**config.mk**
```make
export PLATFORM = sky130hd
export DESIGN_NAME = mult_issue_ctrl
export DESIGN_NICKNAME = d
export VERILOG_FILES = /design/src/rtl/mult_issue_ctrl_pkg.sv /design/src/rtl/mult_result_fifo.sv /design/src/rtl/mult_issue_ctrl.sv
export SDC_FILE = /design/constraint.sdc
export NUM_CORES = 1
export LEC_CHECK = 0
export CORE_AREA = 10 10 161 133
export CTS_CLUSTER_SIZE = 20
export DETAILED_ROUTE_END_ITERATION = 10
export DIE_AREA = 0 0 171 143
export MAX_ROUTING_LAYER = met4
export PLACE_DENSITY = 0.83
export SKIP_CTS_REPAIR_TIMING = 1
export SLEW_MARGIN = 15
export SYNTH_ARGS = -nofsm -noshare
export SYNTH_HDL_FRONTEND = slang
export SYNTH_SLANG_ARGS = --single-unit
```
**constraint.sdc**
```tcl
create_clock -name clock -period 8.22 [get_ports clock]
set_input_delay 0.822 -clock clock [delete_from_list [all_inputs] [get_ports clock]]
set_output_delay 0.822 -clock clock [all_outputs]
set_load 0.02 [all_outputs]
```
**src/rtl/mult_issue_ctrl_pkg.sv**
```systemverilog
// Shared types for the multiply issue controller and its result queue.
package mult_issue_ctrl_pkg;

  localparam int unsigned DataW      = 32;
  localparam int unsigned MultTagW   = 6;
  // Pipeline depth of the multiplier datapath; issue logic must agree with it.
  localparam int unsigned MultStages = 4;

  typedef logic [DataW-1:0] data_t;

  typedef enum logic [1:0] {
    M_MUL    = 2'd0,
    M_MULH   = 2'd1,
    M_MULHSU = 2'd2,
    M_MULHU  = 2'd3
  } mult_func_t;

  typedef struct packed {
    data_t                result;
    logic [MultTagW-1:0]  tag;
  } mult_result_t;

endpackage

```
**src/rtl/mult_result_fifo.sv**
```systemverilog
// Circular FIFO holding finished multiply results until the CDB takes them.
module mult_result_fifo #(
  parameter  int unsigned Depth = 4,
  parameter  int unsigned Width = 38,
  localparam int unsigned PtrW  = (Depth > 1) ? $clog2(Depth) : 1,
  localparam int unsigned CntW  = $clog2(Depth + 1)
) (
  input  logic            clock,
  input  logic            reset,
  input  logic            clear_i,
  input  logic            push_i,
  input  logic [Width-1:0] wdata_i,
  input  logic            pop_i,
  output logic [Width-1:0] rdata_o,
  output logic            full_o,
  output logic            empty_o,
  output logic [CntW-1:0] count_o
);

  logic [Width-1:0] mem_q [Depth];
  logic [Width-1:0] mem_d [Depth];
  logic [PtrW-1:0]  wptr_q, wptr_d, rptr_q, rptr_d;
  logic [CntW-1:0]  cnt_q, cnt_d;
  logic             do_push, do_pop;

  function automatic logic [PtrW-1:0] next_ptr(input logic [PtrW-1:0] p);
    return (p == PtrW'(Depth - 1)) ? '0 : p + PtrW'(1);
  endfunction

  // Next-state: pop only when non-empty; a push at full is legal only alongside a pop.
  always_comb begin
    do_pop  = pop_i & (cnt_q != '0);
    do_push = push_i & ((cnt_q != CntW'(Depth)) | do_pop);
    mem_d   = mem_q;
    wptr_d  = wptr_q;
    rptr_d  = rptr_q;
    cnt_d   = cnt_q;
    if (clear_i) begin
      wptr_d = '0;
      rptr_d = '0;
      cnt_d  = '0;
    end else begin
      if (do_push) begin
        mem_d[wptr_q] = wdata_i;
        wptr_d        = next_ptr(wptr_q);
      end
      if (do_pop) begin
        rptr_d = next_ptr(rptr_q);
      end
      case ({do_push, do_pop})
        2'b10:   cnt_d = cnt_q + CntW'(1);
        2'b01:   cnt_d = cnt_q - CntW'(1);
        default: cnt_d = cnt_q;
      endcase
    end
  end

  // State registers; storage is cleared too so the head output is never X.
  always_ff @(posedge clock) begin
    if (reset) begin
      mem_q  <= '{default: '0};
      wptr_q <= '0;
      rptr_q <= '0;
      cnt_q  <= '0;
    end else begin
      mem_q  <= mem_d;
      wptr_q <= wptr_d;
      rptr_q <= rptr_d;
      cnt_q  <= cnt_d;
    end
  end

  // Status and head outputs.
  always_comb begin
    rdata_o = mem_q[rptr_q];
    full_o  = (cnt_q == CntW'(Depth));
    empty_o = (cnt_q == '0);
    count_o = cnt_q;
  end

endmodule

```
**src/rtl/mult_issue_ctrl.sv**
```systemverilog
// Round-robin issue of requester ops into a shared fixed-latency multiplier,
// with tags tracked alongside the pipe and results buffered for the CDB.
module mult_issue_ctrl
  import mult_issue_ctrl_pkg::*;
#(
  parameter int unsigned NUM_REQ    = 2,
  parameter int unsigned LATENCY    = MultStages,
  parameter int unsigned OUTQ_DEPTH = 4,
  parameter int unsigned TAG_W      = MultTagW
) (
  input  logic                            clock,
  input  logic                            reset,
  input  logic [NUM_REQ-1:0]              req_valid,
  input  logic [NUM_REQ-1:0][DataW-1:0]   req_rs1,
  input  logic [NUM_REQ-1:0][DataW-1:0]   req_rs2,
  input  mult_func_t [NUM_REQ-1:0]        req_func,
  input  logic [NUM_REQ-1:0][TAG_W-1:0]   req_tag,
  output logic [NUM_REQ-1:0]              req_grant,
  output logic                            mult_start,
  output logic [DataW-1:0]                mult_rs1,
  output logic [DataW-1:0]                mult_rs2,
  output mult_func_t                      mult_func,
  input  logic [DataW-1:0]                mult_result,
  input  logic                            mult_done,
  input  logic                            flush,
  output logic                            cdb_valid,
  output logic [DataW-1:0]                cdb_result,
  output logic [TAG_W-1:0]                cdb_tag,
  input  logic                            cdb_ready,
  output logic                            busy
);

  localparam int unsigned PtrW  = (NUM_REQ > 1) ? $clog2(NUM_REQ) : 1;
  localparam int unsigned QCntW = $clog2(OUTQ_DEPTH + 1);
  localparam int unsigned OccW  = $clog2(LATENCY + OUTQ_DEPTH + 1);
  localparam int unsigned WinW  = $clog2(LATENCY + 1);
  localparam int unsigned EntW  = DataW + TAG_W;

  logic [PtrW-1:0]               ptr_q, ptr_d;
  logic [LATENCY-1:0]            pipe_vld_q, pipe_vld_d;
  logic [LATENCY-1:0][TAG_W-1:0] pipe_tag_q, pipe_tag_d;
  logic [WinW-1:0]               win_q, win_d;
  logic [OccW-1:0]               occ;
  logic                          issue_ok;
  logic                          gnt_found;
  logic [PtrW-1:0]               gnt_idx;
  logic [PtrW-1:0]               cand;
  logic                          q_push, q_pop, q_full, q_empty;
  logic [QCntW-1:0]              q_cnt;
  logic [EntW-1:0]               q_wdata, q_rdata;

  // Credit: every op in the pipe already owns a queue slot; a same-cycle pop frees nothing.
  always_comb begin
    occ = OccW'(q_cnt);
    for (int i = 0; i < LATENCY; i++) begin
      occ = occ + OccW'(pipe_vld_q[i]);
    end
    issue_ok = (occ < OccW'(OUTQ_DEPTH)) && !flush && !reset;
    busy     = (occ != '0);
  end

  // Round-robin search starting at the pointer, wrapping around.
  always_comb begin
    gnt_found = 1'b0;
    gnt_idx   = '0;
    cand      = '0;
    req_grant = '0;
    for (int unsigned k = 0; k < NUM_REQ; k++) begin
      cand = PtrW'((32'(ptr_q) + k) % NUM_REQ);
      if (issue_ok && !gnt_found && req_valid[cand]) begin
        gnt_found = 1'b1;
        gnt_idx   = cand;
      end
    end
    if (gnt_found) begin
      req_grant[gnt_idx] = 1'b1;
    end
  end

  // Multiplier issue mux; requester 0 is presented when idle.
  always_comb begin
    mult_start = gnt_found;
    mult_rs1   = req_rs1[gnt_idx];
    mult_rs2   = req_rs2[gnt_idx];
    mult_func  = req_func[gnt_idx];
  end

  // Next pointer, tag pipe shift and post-flush window for stray mult_done pulses.
  always_comb begin
    ptr_d = ptr_q;
    if (gnt_found) begin
      ptr_d = (gnt_idx == PtrW'(NUM_REQ - 1)) ? '0 : gnt_idx + PtrW'(1);
    end
    pipe_vld_d    = '0;
    pipe_tag_d    = pipe_tag_q;
    pipe_vld_d[0] = gnt_found;
    pipe_tag_d[0] = req_tag[gnt_idx];
    for (int i = 1; i < LATENCY; i++) begin
      pipe_vld_d[i] = pipe_vld_q[i-1] & ~flush;
      pipe_tag_d[i] = pipe_tag_q[i-1];
    end
    if (flush) begin
      win_d = WinW'(LATENCY);
    end else if (win_q != '0) begin
      win_d = win_q - WinW'(1);
    end else begin
      win_d = win_q;
    end
  end

  // State registers.
  always_ff @(posedge clock) begin
    if (reset) begin
      ptr_q      <= '0;
      pipe_vld_q <= '0;
      pipe_tag_q <= '0;
      win_q      <= '0;
    end else begin
      ptr_q      <= ptr_d;
      pipe_vld_q <= pipe_vld_d;
      pipe_tag_q <= pipe_tag_d;
      win_q      <= win_d;
    end
  end

  // A done without a live tail belongs to a flushed op and is dropped here.
  always_comb begin
    q_push     = pipe_vld_q[LATENCY-1] & mult_done;
    q_wdata    = {mult_result, pipe_tag_q[LATENCY-1]};
    cdb_valid  = ~q_empty;
    q_pop      = cdb_valid & cdb_ready;
    cdb_result = q_rdata[EntW-1:TAG_W];
    cdb_tag    = q_rdata[TAG_W-1:0];
  end

  mult_result_fifo #(
    .Depth (OUTQ_DEPTH),
    .Width (EntW)
  ) u_outq (
    .clock   (clock),
    .reset   (reset),
    .clear_i (flush),
    .push_i  (q_push),
    .wdata_i (q_wdata),
    .pop_i   (q_pop),
    .rdata_o (q_rdata),
    .full_o  (q_full),
    .empty_o (q_empty),
    .count_o (q_cnt)
  );

  a_tail_matches_done: assert property (@(posedge clock) disable iff (reset)
    (win_q == '0) |-> (pipe_vld_q[LATENCY-1] == mult_done));

  a_no_overflow: assert property (@(posedge clock) disable iff (reset)
    q_push |-> (!q_full || q_pop));

endmodule

```
==> out/metrics.csv, run 1 <==
stage,metric,value,unit
outcome,status,"finished, final reports clean",
grt,antenna violations before repair,0,
power_and_ir_drop,maximum vdd drop,0.112,mV
floorplanning,die outline height,143,um
power_and_ir_drop,PwrDens,160,nW/um^2
sta,Worst-Margin Slew,0.835,ns
final_layout,area grow syn2layout,36.5,%
sta,Max-slew headroom,0.443,
floorplanning,Rows,44,
floorplanning,IO Count,292,
cts,total CTS buffers,17,
route,vias per inst,5.30,
yosys,Yosys top cell area share,0.411,
floorplanning,Initial Util,0.507,
yosys,dominant cell type by area after synthesis,dfxtp_1,
grt,largest net degree at the start of global routing,83,
final_layout,share of cells above drive strength 1,0.266,
sta,min Tclk post-route,5.22,ns
floorplanning,die area,24500,um^2
setup_path,worst reg2reg path depth,8,
floorplanning,core area,18100,um^2
setup_path,critical-path maximum fanout,67,
route,post-route ant nets,0,
sta,FMAX,192,MHz
sta,clk_skew,0.00701,ns
setup_path,CP arrival,4.39,ns
yosys,Synth cell types,36,
run,max cap viols,0,
yosys,"Seq/Total Area, Yosys",0.411,
sta,Final period util,0.635,
route,DRT Pass-1 Iters,5,
final_layout,Final Instance Count excl. Fillers,1421,
route,DRC Markers,0,
placement,RePlAce Congestion,0.822,
final_layout,"commonest non-fill, non-tap cell in the layout",clkdlybuf4s50_1,
setup_path,worst r2r src,pipe_vld_q[0],
cts,Root Driver,clkbuf_16,
setup_path,Crit Path Category,reg2out,
floorplanning,Die Width,171,um
yosys,ranking of synthesized cells by area,"dfxtp_1 41%, mux4_2 9.4%, nand2_1 8.9%, a21oi_2 7.7%, mux2_2 7.6%",
cts,CTS tree,done,
yosys,Seq cells post-synth,188,
final_layout,final core utilization,0.691,
setup_path,reg-to-reg critical path endpoint,pipe_tag_d[7],
grt,first-pass GRT wire length,43.0,mm
setup_path,r2r setup slk,5.28,ns
power_and_ir_drop,Tot Pwr,2000,uW
cts,"CTS clk-pin slew, worst paths",0.06,ns
route,routed wire length,27.4,mm
cts,TritonCTS Sinks,188,
cts,clk buf depth,2,
setup_path,Worst Setup EP,mult_rs2[9],
placement,dpl cells,1390,
yosys,Cells after Synth,930,
setup_path,crit path capture type,output port,
final_layout,antenna cells,0,
yosys,Mapped Avg Cell Area,9.84,um^2
yosys,warnings from Yosys,0,
placement,Post-DP HPWL,19.2,mm
sta,final hold vios,0,
route,mean routed wirelength per cell,19.3,um
route,DR vias,7535,
placement,number of I/O port buffers,291,
sta,TNS Setup,0,ns
yosys,"Net Count, Synth",1124,
grt,Tot GR Track Use,0.229,
setup_path,Setup crit start,pipe_vld_q[0],
yosys,Synth Cell Area,9150,um^2
setup_path,Critical Path RT,7.40,ns
worst_hold_path,worst min path class,reg2reg,
power_and_ir_drop,static leakage,0.00404,uW
route,drt initial violations,559,
setup_path,nature of the critical path startpoint,register,
final_layout,nets@finish,1373,
cts,clock network latency to the later pin of the worst-skew pair,0.42,ns
worst_hold_path,critical hold path startpoint,pipe_tag_d[18],
cts,H-tree depth,4,
grt,Congestion Overflow GR,0,
final_layout,most frequent cells in the layout,"290 x clkdlybuf4s50_1, 218 x nand2_1, 186 x dfxtp_1, 90 x nand2_2, 81 x a21oi_1",
sta,Final Slew Violations,0,
sta,RSZ-0062 raised after global routing,no,
sta,final setup fails,0,
grt,number of global-route vias before repair,7950,
worst_hold_path,Worst Hold Depth,1,
-- worst min path at each step --
stage / endpoint / slack [ns]
6_report: pipe_tag_q[18] / 0.43
5_1_grt: pipe_tag_q[18] / 0.45
4_1_cts: pipe_tag_q[18] / 0.43
3_5_place_dp: pipe_tag_q[23] / 0.42
3_3_place_gp: pipe_tag_d[22] / 0.42
2_1_floorplan: pipe_tag_d[12] / 0.41
-- registers in the layout, indices dropped and copies added (netlist names) --
| name | flops |
|---|---|
| u_outq.count_o | 3 |
| u_outq.mem_q | 152 |
| ptr_q | 1 |
| u_outq.wptr_q | 2 |
| u_outq.rptr_q | 2 |
| pipe_vld_q | 4 |
| pipe_tag_d | 18 |
| pipe_tag_q | 6 |
-- routing by layer --
layer,vias to the layer above,wire (um),GRT usage
met5,-,0,-
met1,3637,11400,0.266
met3,15,1820,0.0645
met2,255,14000,0.389
li1,3628,-,-
met4,0,175,0.0480
-- report_power, final --
part           switching, uW  internal [uW]
sequential              1.91            916
combinational           96.8            139
clock                    331            516
-- Yosys cell counts (all sizes together) --
cell type / number
mux2i: 7
or4: 1
and4: 4
mux4: 38
nand4: 4
or3: 3
or3b: 1
nand2: 308
ha: 7
nor2b: 18
o21ai: 4
and2: 6
fa: 4
nand3: 1
or2: 1
nand2b: 12
clkbuf: 21
a211oi: 1
nor2: 9
inv: 11
dfxtp: 188
xor2: 2
nor3: 2
or4b: 1
buf: 49
a21oi: 161
mux2: 66
-- worst max-delay path, cell delays in order (launching register included) --
cell             delay (ns)
dfxtp_1                0.32
fa_1                   0.56
fa_1                   0.20
inv_1                  0.06
fa_1                   0.39
a211oi_1               0.22
mux2i_1                0.28
nor3_4                 0.23
buf_4                  0.66
mux2_2                 0.41
clkdlybuf4s50_1        0.59
-- per-stage QoR --
step / setup slack [ns] / hold slack [ns] / cell area [um^2]
after global placement: 3.58 / 0.416 / 11900
after CTS: 3.00 / 0.431 / 12500
final: 3.00 / 0.430 / 12500
after global routing: 2.81 / 0.446 / 12500
after floorplan: 4.55 / 0.414 / 9150
after detailed placement: 3.45 / 0.422 / 11900
-- area by class of cell --
cell class                 instances  area [um^2]
tap                              230          288
timing repair buffer             300         2980
clock buffer                      24          462
sequential                       188         3770
fill                            1388         5570
multi-input combinational        661         4800
inverter                          11         41.3
clock inverter                     7          139
-- cell families after synthesis --
group	share of synthesized area
AOI/OAI and AO/OA	0.124
xor gates and xnor gates	0.00192
adders and majority gates	0.0183
buffers and inverters	0.0641
DFF	0.411
muxes	0.182
and+or+nand+nor	0.198
(Power assumes the default switching activity.)
==> inputs of run 2 (changes only) <==
--- a/config.mk
+++ b/config.mk
@@ -5,12 +5,12 @@
 export SDC_FILE = /design/constraint.sdc
 export NUM_CORES = 1
 export LEC_CHECK = 0
-export CORE_AREA = 10 10 161 133
+export CORE_AREA = 10 10 176 145
 export CTS_CLUSTER_SIZE = 20
 export DETAILED_ROUTE_END_ITERATION = 10
-export DIE_AREA = 0 0 171 143
+export DIE_AREA = 0 0 186 155
 export MAX_ROUTING_LAYER = met4
-export PLACE_DENSITY = 0.83
+export PLACE_DENSITY = 0.73
 export SKIP_CTS_REPAIR_TIMING = 1
 export SLEW_MARGIN = 15
 export SYNTH_ARGS = -nofsm -noshare
==> constraint.sdc (replaced) <==
create_clock -name clock -period 4.35 [get_ports clock]
set_input_delay 0.435 -clock clock [delete_from_list [all_inputs] [get_ports clock]]
set_output_delay 0.435 -clock clock [all_outputs]
set_load 0.02 [all_outputs]
==> run 2 against run 1 <==
Compared with the run above:
- clock power increased by 100%
- sequential cell count stayed put
- hold slack lost 0.060 ns
- total power is 94% higher
- combinational power increased by 89%
- wire length grew 5.4%
- die area grew 18%
- critical path depth grew 1
- first-iteration DRC count decreased by 18%
- worst setup slack worse by 2.8 ns
- cell area rose by 2.9%
==> out/metrics.csv, run 2 (synthesis gave the netlist of run 1 again) <==
stage,metric,value,unit,change
cts,Root Driver,clkbuf_16,,
placement,RePlAce Congestion,0.869,,+5.7%
setup_path,worst path cell trace,"fa_1, fa_1, inv_1, fa_1, a211oi_1, mux2i_2, nor3_4, buf_4, buf_4, mux2_2, clkdlybuf4s50_1",,
sta,FMAX,239,MHz,
placement,number of I/O port buffers,291,,unchanged
setup_path,Crit Path Category,reg2out,,
sta,hold_ws,0.370,ns,-0.0601 ns
final_layout,antenna cells,0,,unchanged
run,max cap viols,0,,unchanged
power_and_ir_drop,sequential share of power,0.447,,-0.012
route,vias per inst,5.10,,-3.7%
final_layout,storage element area,3770,um^2,about the same
setup_path,Critical Path RT,3.91,ns,-3.49 ns
floorplanning,IO Count,292,,unchanged
worst_hold_path,Worst Hold Depth,2,,+1
cts,clk buf depth,2,,unchanged
setup_path,peak per-stage delay on the critical path,0.56,ns,-0.10 ns
sta,Final period util,0.960,,
final_layout,"commonest non-fill, non-tap cell in the layout",clkdlybuf4s50_1,,
final_layout,multi-input combinational cell area,4810,um^2,+0.10%
setup_path,worst reg2reg path depth,9,,+1
worst_hold_path,worst min path class,in2reg,,
setup_path,CP arrival,3.74,ns,-0.65 ns
route,DRT Pass-1 Iters,4,,-1
grt,antenna violations before repair,0,,unchanged
floorplanning,die area,28800,um^2,+18%
setup_path,worst r2r src,pipe_vld_q[0],,
power_and_ir_drop,Tot Pwr,3880,uW,+94%
power_and_ir_drop,Switching Fraction,0.225,,+0.0101
final_layout,max reg flops,152,,unchanged
placement,dpl cells,1443,,+3.8%
setup_path,Setup crit start,pipe_vld_q[0],,
power_and_ir_drop,maximum vdd drop,0.268,mV,+140%
power_and_ir_drop,power share of the clock group,0.438,,+0.015
setup_path,reg-to-reg critical path endpoint,pipe_tag_d[9],,
final_layout,Top reg by flops,u_outq.mem_q,,
sta,final setup fails,0,,unchanged
cts,"CTS clk-pin slew, worst paths",0.07,ns,about the same
setup_path,crit path capture type,output port,,
sta,min Tclk post-route,4.18,ns,
final_layout,share of cells above drive strength 1,0.278,,+0.0122
power_and_ir_drop,PwrDens,302,nW/um^2,+88%
setup_path,crit path buf inv count,4,,+1
grt,first-pass GRT wire length,44.6,mm,+3.6%
cts,total CTS buffers,17,,unchanged
setup_path,CP top delay family,adder cells,,
setup_path,CP max-delay cell,clkdlybuf4s50_1,,
setup_path,r2r setup slk,1.40,ns,-3.88 ns
power_and_ir_drop,internal power,3010,uW,+91%
sta,clk_skew,0.0109,ns,+0.00394 ns
final_layout,area grow syn2layout,40.4,%,
floorplanning,core area,22100,um^2,+22%
placement,Post-DP HPWL,20.0,mm,+4.2%
final_layout,Final Instance Count excl. Fillers,1480,,+4.2%
sta,Worst-Margin Slew,0.988,ns,+0.153 ns
final_layout,final core utilization,0.582,,-0.109
grt,Congestion Overflow GR,0,,unchanged
floorplanning,Rows,49,,+11%
route,mean routed wirelength per cell,19.5,um,+1.2%
route,DR vias,7555,,+0.27%
route,routed wire length,28.9,mm,+5.4%
setup_path,critical-path maximum fanout,7,,-90%
setup_path,Worst Setup EP,mult_rs1[25],,
power_and_ir_drop,static leakage,0.00469,uW,+16%
final_layout,most frequent cells in the layout,"228 x clkdlybuf4s50_1, 218 x nand2_1, 186 x dfxtp_1, 90 x nand2_2, 81 x a21oi_1",,
final_layout,nets@finish,1381,,+0.58%
cts,TritonCTS Sinks,188,,unchanged
floorplanning,Initial Util,0.414,,-0.0921
setup_path,most frequent cell on the critical path,fa_1,,
floorplanning,die outline height,155,um,+8.4%
power_and_ir_drop,Combinational Power Share,0.115,,-0.003
cts,H-tree depth,4,,unchanged
route,DRC Markers,0,,unchanged
grt,Tot GR Track Use,0.204,,-0.0259
sta,Max-slew headroom,0.341,,-0.102
sta,final hold vios,0,,unchanged
outcome,status,"finished, final reports clean",,
route,post-route ant nets,0,,unchanged
grt,number of global-route vias before repair,7932,,-0.23%
sta,RSZ-0062 raised after global routing,no,,
floorplanning,Die Width,186,um,+8.8%
power_and_ir_drop,total net switching power,872,uW,+100%
sta,Final Slew Violations,0,,unchanged
grt,largest net degree at the start of global routing,74,,-11%
setup_path,nature of the critical path startpoint,register,,
final_layout,fillers,1863,,+34%
route,drt initial violations,457,,-18%
cts,CTS tree,done,,
setup_path,cell count along the critical path,11,,+1
cts,clock network latency to the later pin of the worst-skew pair,0.43,ns,about the same
[run 2: cell types whose count changed in the layout (fill, tap and decap cells not counted), moves of 2 or more]
cell             change
dlymetal6s2s_1      +62
clkbuf_1             -6
clkbuf_8             +2
clkinv_4             +3
inv_6                +2
buf_4                +6
clkdlybuf4s50_1     -62
[run 2: power by group through the flow]
stage	Combinational [uW]	Sequential (uW)	Clock, uW
global placement	451	1770	0
CTS	455	1730	1720
global route	470	1730	1790
finish	445	1730	1700
floorplan	164	1770	0
detailed placement	452	1770	0
[run 2: how the worst min path moves through the flow]
stage                      to           start
2_1_floorplan  pipe_tag_d[12]   pipe_tag_d[6]
3_3_place_gp   pipe_tag_d[16]  pipe_tag_d[10]
3_5_place_dp   pipe_tag_d[13]   pipe_tag_d[7]
4_1_cts        pipe_tag_d[17]           reset
5_1_grt        pipe_tag_q[22]           reset
6_report       pipe_tag_d[22]           reset
[run 2: metrics by stage]
stage | cell area, um^2 | setup WS, ns | setup TNS [ns]
5_1_grt | 12800 | 0.0248 | 0
3_3_place_gp | 12000 | 0.321 | 0
6_report | 12800 | 0.173 | 0
3_5_place_dp | 12000 | 0.294 | 0
2_1_floorplan | 9150 | 1.07 | 0
4_1_cts | 12600 | -0.173 | -9.14
[run 2: final cells by class]
class / instances / share of cell area
Tap cell: 280 / 0.0273
Sequential cell: 188 / 0.293
Clock inverter: 12 / 0.0144
Timing Repair Buffer: 308 / 0.251
Inverter: 11 / 0.00321
Multi-Input combinational cell: 661 / 0.374
Clock buffer: 20 / 0.0363
[run 2: per-layer routing]
metal / GRT usage / part of all wire / vias up
met3: 0.0533 / 0.065 / 32
li1: - / - / 3646
met1: 0.244 / 0.42 / 3659
met4: 0.0464 / 0.013 / 0
met5: - / 0 / -
met2: 0.336 / 0.50 / 218
==> inputs of run 3 (changes only) <==
--- a/config.mk
+++ b/config.mk
@@ -9,8 +9,9 @@
 export CTS_CLUSTER_SIZE = 20
 export DETAILED_ROUTE_END_ITERATION = 10
 export DIE_AREA = 0 0 186 155
+export GPL_TIMING_DRIVEN = 0
 export MAX_ROUTING_LAYER = met4
-export PLACE_DENSITY = 0.73
+export PLACE_DENSITY = 0.81
 export SKIP_CTS_REPAIR_TIMING = 1
 export SLEW_MARGIN = 15
 export SYNTH_ARGS = -nofsm -noshare
==> run 3 against run 2 <==
Compared with the run above:
- register-to-register slack improved by 0.17 ns
- critical path depth fell by 1
- utilization rose by 1.6 points
- die area did not move
- sequential share of layout area fell by 0.81 points
- count of clock-buffer cells in the layout fell by 1
- via count rose by 5.6%
- first-iteration DRC count rose by 50%
- hold slack improved by 0.067 ns
- critical endpoint is now mult_func[1]
- highest routed layer unchanged
==> out/metrics.csv, run 3 (synthesis gave the netlist of run 1 again) <==
stage,metric,value,unit,change
route,mean routed wirelength per cell,19.9,um,+1.8%
route,DR vias,7975,,+5.6%
setup_path,nature of the critical path startpoint,register,,
run,max cap viols,0,,unchanged
route,drt initial violations,687,,+50%
setup_path,CP arrival,3.77,ns,+0.03 ns
sta,clk_skew,0.0107,ns,-0.000288 ns
route,DRT Pass-1 Iters,5,,+1
setup_path,reg-to-reg critical path endpoint,pipe_tag_d[6],,
sta,hold_ws,0.436,ns,+0.0666 ns
grt,Congestion Overflow GR,0,,unchanged
setup_path,worst reg2reg path depth,8,,-1
grt,number of global-route vias before repair,8430,,+6.3%
setup_path,critical-path maximum fanout,10,,+3
final_layout,nets@finish,1435,,+3.9%
floorplanning,core area,22100,um^2,unchanged
cts,CTS tree,done,,
route,DRC Markers,0,,unchanged
grt,antenna violations before repair,0,,unchanged
floorplanning,Initial Util,0.414,,unchanged
worst_hold_path,critical hold path startpoint,pipe_tag_d[9],,
cts,TritonCTS Sinks,188,,unchanged
final_layout,fillers,1835,,-1.5%
cts,Root Driver,clkbuf_16,,
cts,H-tree depth,4,,unchanged
setup_path,Critical Path RT,3.91,ns,about the same
final_layout,final core utilization,0.598,,+0.0161
grt,first-pass GRT wire length,46.6,mm,+4.6%
floorplanning,Die Width,186,um,unchanged
placement,Post-DP HPWL,23.1,mm,+15%
cts,clk buf depth,2,,unchanged
placement,number of I/O port buffers,291,,unchanged
final_layout,area grow syn2layout,44.3,%,
outcome,status,"finished, final reports clean",,
sta,final hold vios,0,,unchanged
final_layout,Top reg by flops,u_outq.mem_q,,
route,routed wire length,30.5,mm,+5.5%
final_layout,storage element area,3760,um^2,about the same
placement,RePlAce Congestion,0.833,,-4.2%
final_layout,"commonest non-fill, non-tap cell in the layout",clkdlybuf4s50_1,,
setup_path,crit path capture type,output port,,
power_and_ir_drop,maximum vdd drop,0.300,mV,+12%
setup_path,Setup crit start,pipe_vld_q[0],,
cts,total CTS buffers,17,,unchanged
placement,dpl ws,0.312,ns,+0.0173 ns
sta,min Tclk post-route,4.21,ns,+0.0308 ns
sta,Final period util,0.967,,+0.00709
worst_hold_path,WHS Endpoint,pipe_tag_d[15],,
final_layout,Final Cell Area,13200,um^2,+2.8%
grt,Tot GR Track Use,0.215,,+0.0114
sta,final setup fails,0,,unchanged
final_layout,max reg flops,152,,unchanged
floorplanning,Rows,49,,unchanged
worst_hold_path,worst min path class,reg2reg,,
floorplanning,die outline height,155,um,unchanged
final_layout,share of cells above drive strength 1,0.285,,+0.00636
sta,FMAX,238,MHz,-0.73%
cts,"CTS clk-pin slew, worst paths",0.07,ns,about the same
sta,PnR worst setup slack,0.142,ns,-0.0308 ns
route,post-route ant nets,0,,unchanged
worst_hold_path,Worst Hold Depth,1,,-1
power_and_ir_drop,Tot Pwr,3880,uW,about the same
sta,Max-slew headroom,0.303,,-0.0376
cts,clock network latency to the later pin of the worst-skew pair,0.45,ns,+0.02 ns
final_layout,multi-input combinational cell area,4810,um^2,about the same
final_layout,antenna cells,0,,unchanged
sta,Final Slew Violations,0,,unchanged
setup_path,Crit Path Category,reg2out,,
placement,Placed Area,12400,um^2,+3.5%
floorplanning,IO Count,292,,unchanged
power_and_ir_drop,static leakage,0.00479,uW,+2.3%
route,vias per inst,5.20,,+1.8%
setup_path,r2r setup slk,1.57,ns,+0.17 ns
final_layout,most frequent cells in the layout,"239 x clkdlybuf4s50_1, 218 x nand2_1, 188 x dfxtp_1, 90 x nand2_2, 81 x a21oi_1",,
setup_path,worst r2r src,pipe_vld_q[0],,
grt,largest net degree at the start of global routing,17,,-77%
sta,RSZ-0062 raised after global routing,yes,,
sta,Worst-Margin Slew,1.04,ns,+0.0565 ns
power_and_ir_drop,PwrDens,294,nW/um^2,-2.7%
floorplanning,die area,28800,um^2,unchanged
==> run 3: cell count changes in the layout (fill, tap and decap cells not counted), moves of 3 or more <==
cell | before | now
dlymetal6s2s_1 | 62 | 52
clkbuf_1 | 0 | 22
buf_12 | 1 | 8
clkdlybuf4s50_1 | 228 | 239
buf_2 | 0 | 14
buf_1 | 0 | 6
buf_4 | 15 | 1
buf_6 | 1 | 19
clkinv_4 | 4 | 1
==> run 3: stage by stage <==
step                TNS [ns]  cells
floorplan                  0    930
CTS                    -6.46   1533
global placement           0   1501
detailed placement         0   1501
finish                     0   1534
global route               0   1534
==> run 3: metal layers <==
metal / global-route usage / routed length, um / share of wire
met4: 0.0598 / 590 / 0.019
met1: 0.261 / 12600 / 0.41
met3: 0.0587 / 2420 / 0.079
met5: - / 0 / 0
met2: 0.345 / 14900 / 0.49
==> run 3: worst max-delay path by stage <==
stage	to	slack, ns	depth (start not counted)
final	mult_func[1]	0.14	10
after global routing	mult_func[1]	0.008	10
after CTS	mult_rs2[12]	-0.19	11
after detailed placement	mult_rs2[12]	0.31	11
after global placement	mult_rs2[12]	0.33	11
after floorplan	mult_func[0]	1.07	10
==> run 3: power breakdown <==
part / switching [uW] / leakage, uW / total [uW] / internal, uW
logic: 197 / 0.00298 / 460 / 263
clock network: 700 / 0.000300 / 1680 / 981
registers: 3.82 / 0.00152 / 1730 / 1730
==> run 3: final cells by class <==
cell class,instances,area share
Multi-Input combinational cell,661,0.364
Tap cell,280,0.0265
Timing Repair Buffer,292,0.231
Clock inverter,13,0.0142
Clock buffer,19,0.0335
Sequential cell,188,0.285
Buffer,70,0.0425
Inverter,11,0.00313
==> run 3: critical path: stages, from the launching register on <==
cell and delay (ns):
dfxtp_1 0.33, fa_1 0.57, fa_1 0.20, inv_1 0.06, fa_1 0.41, a211oi_2 0.19, mux2i_2 0.17, nor3_2 0.25
buf_6 0.20, mux2_2 0.34, clkdlybuf4s50_1 0.60
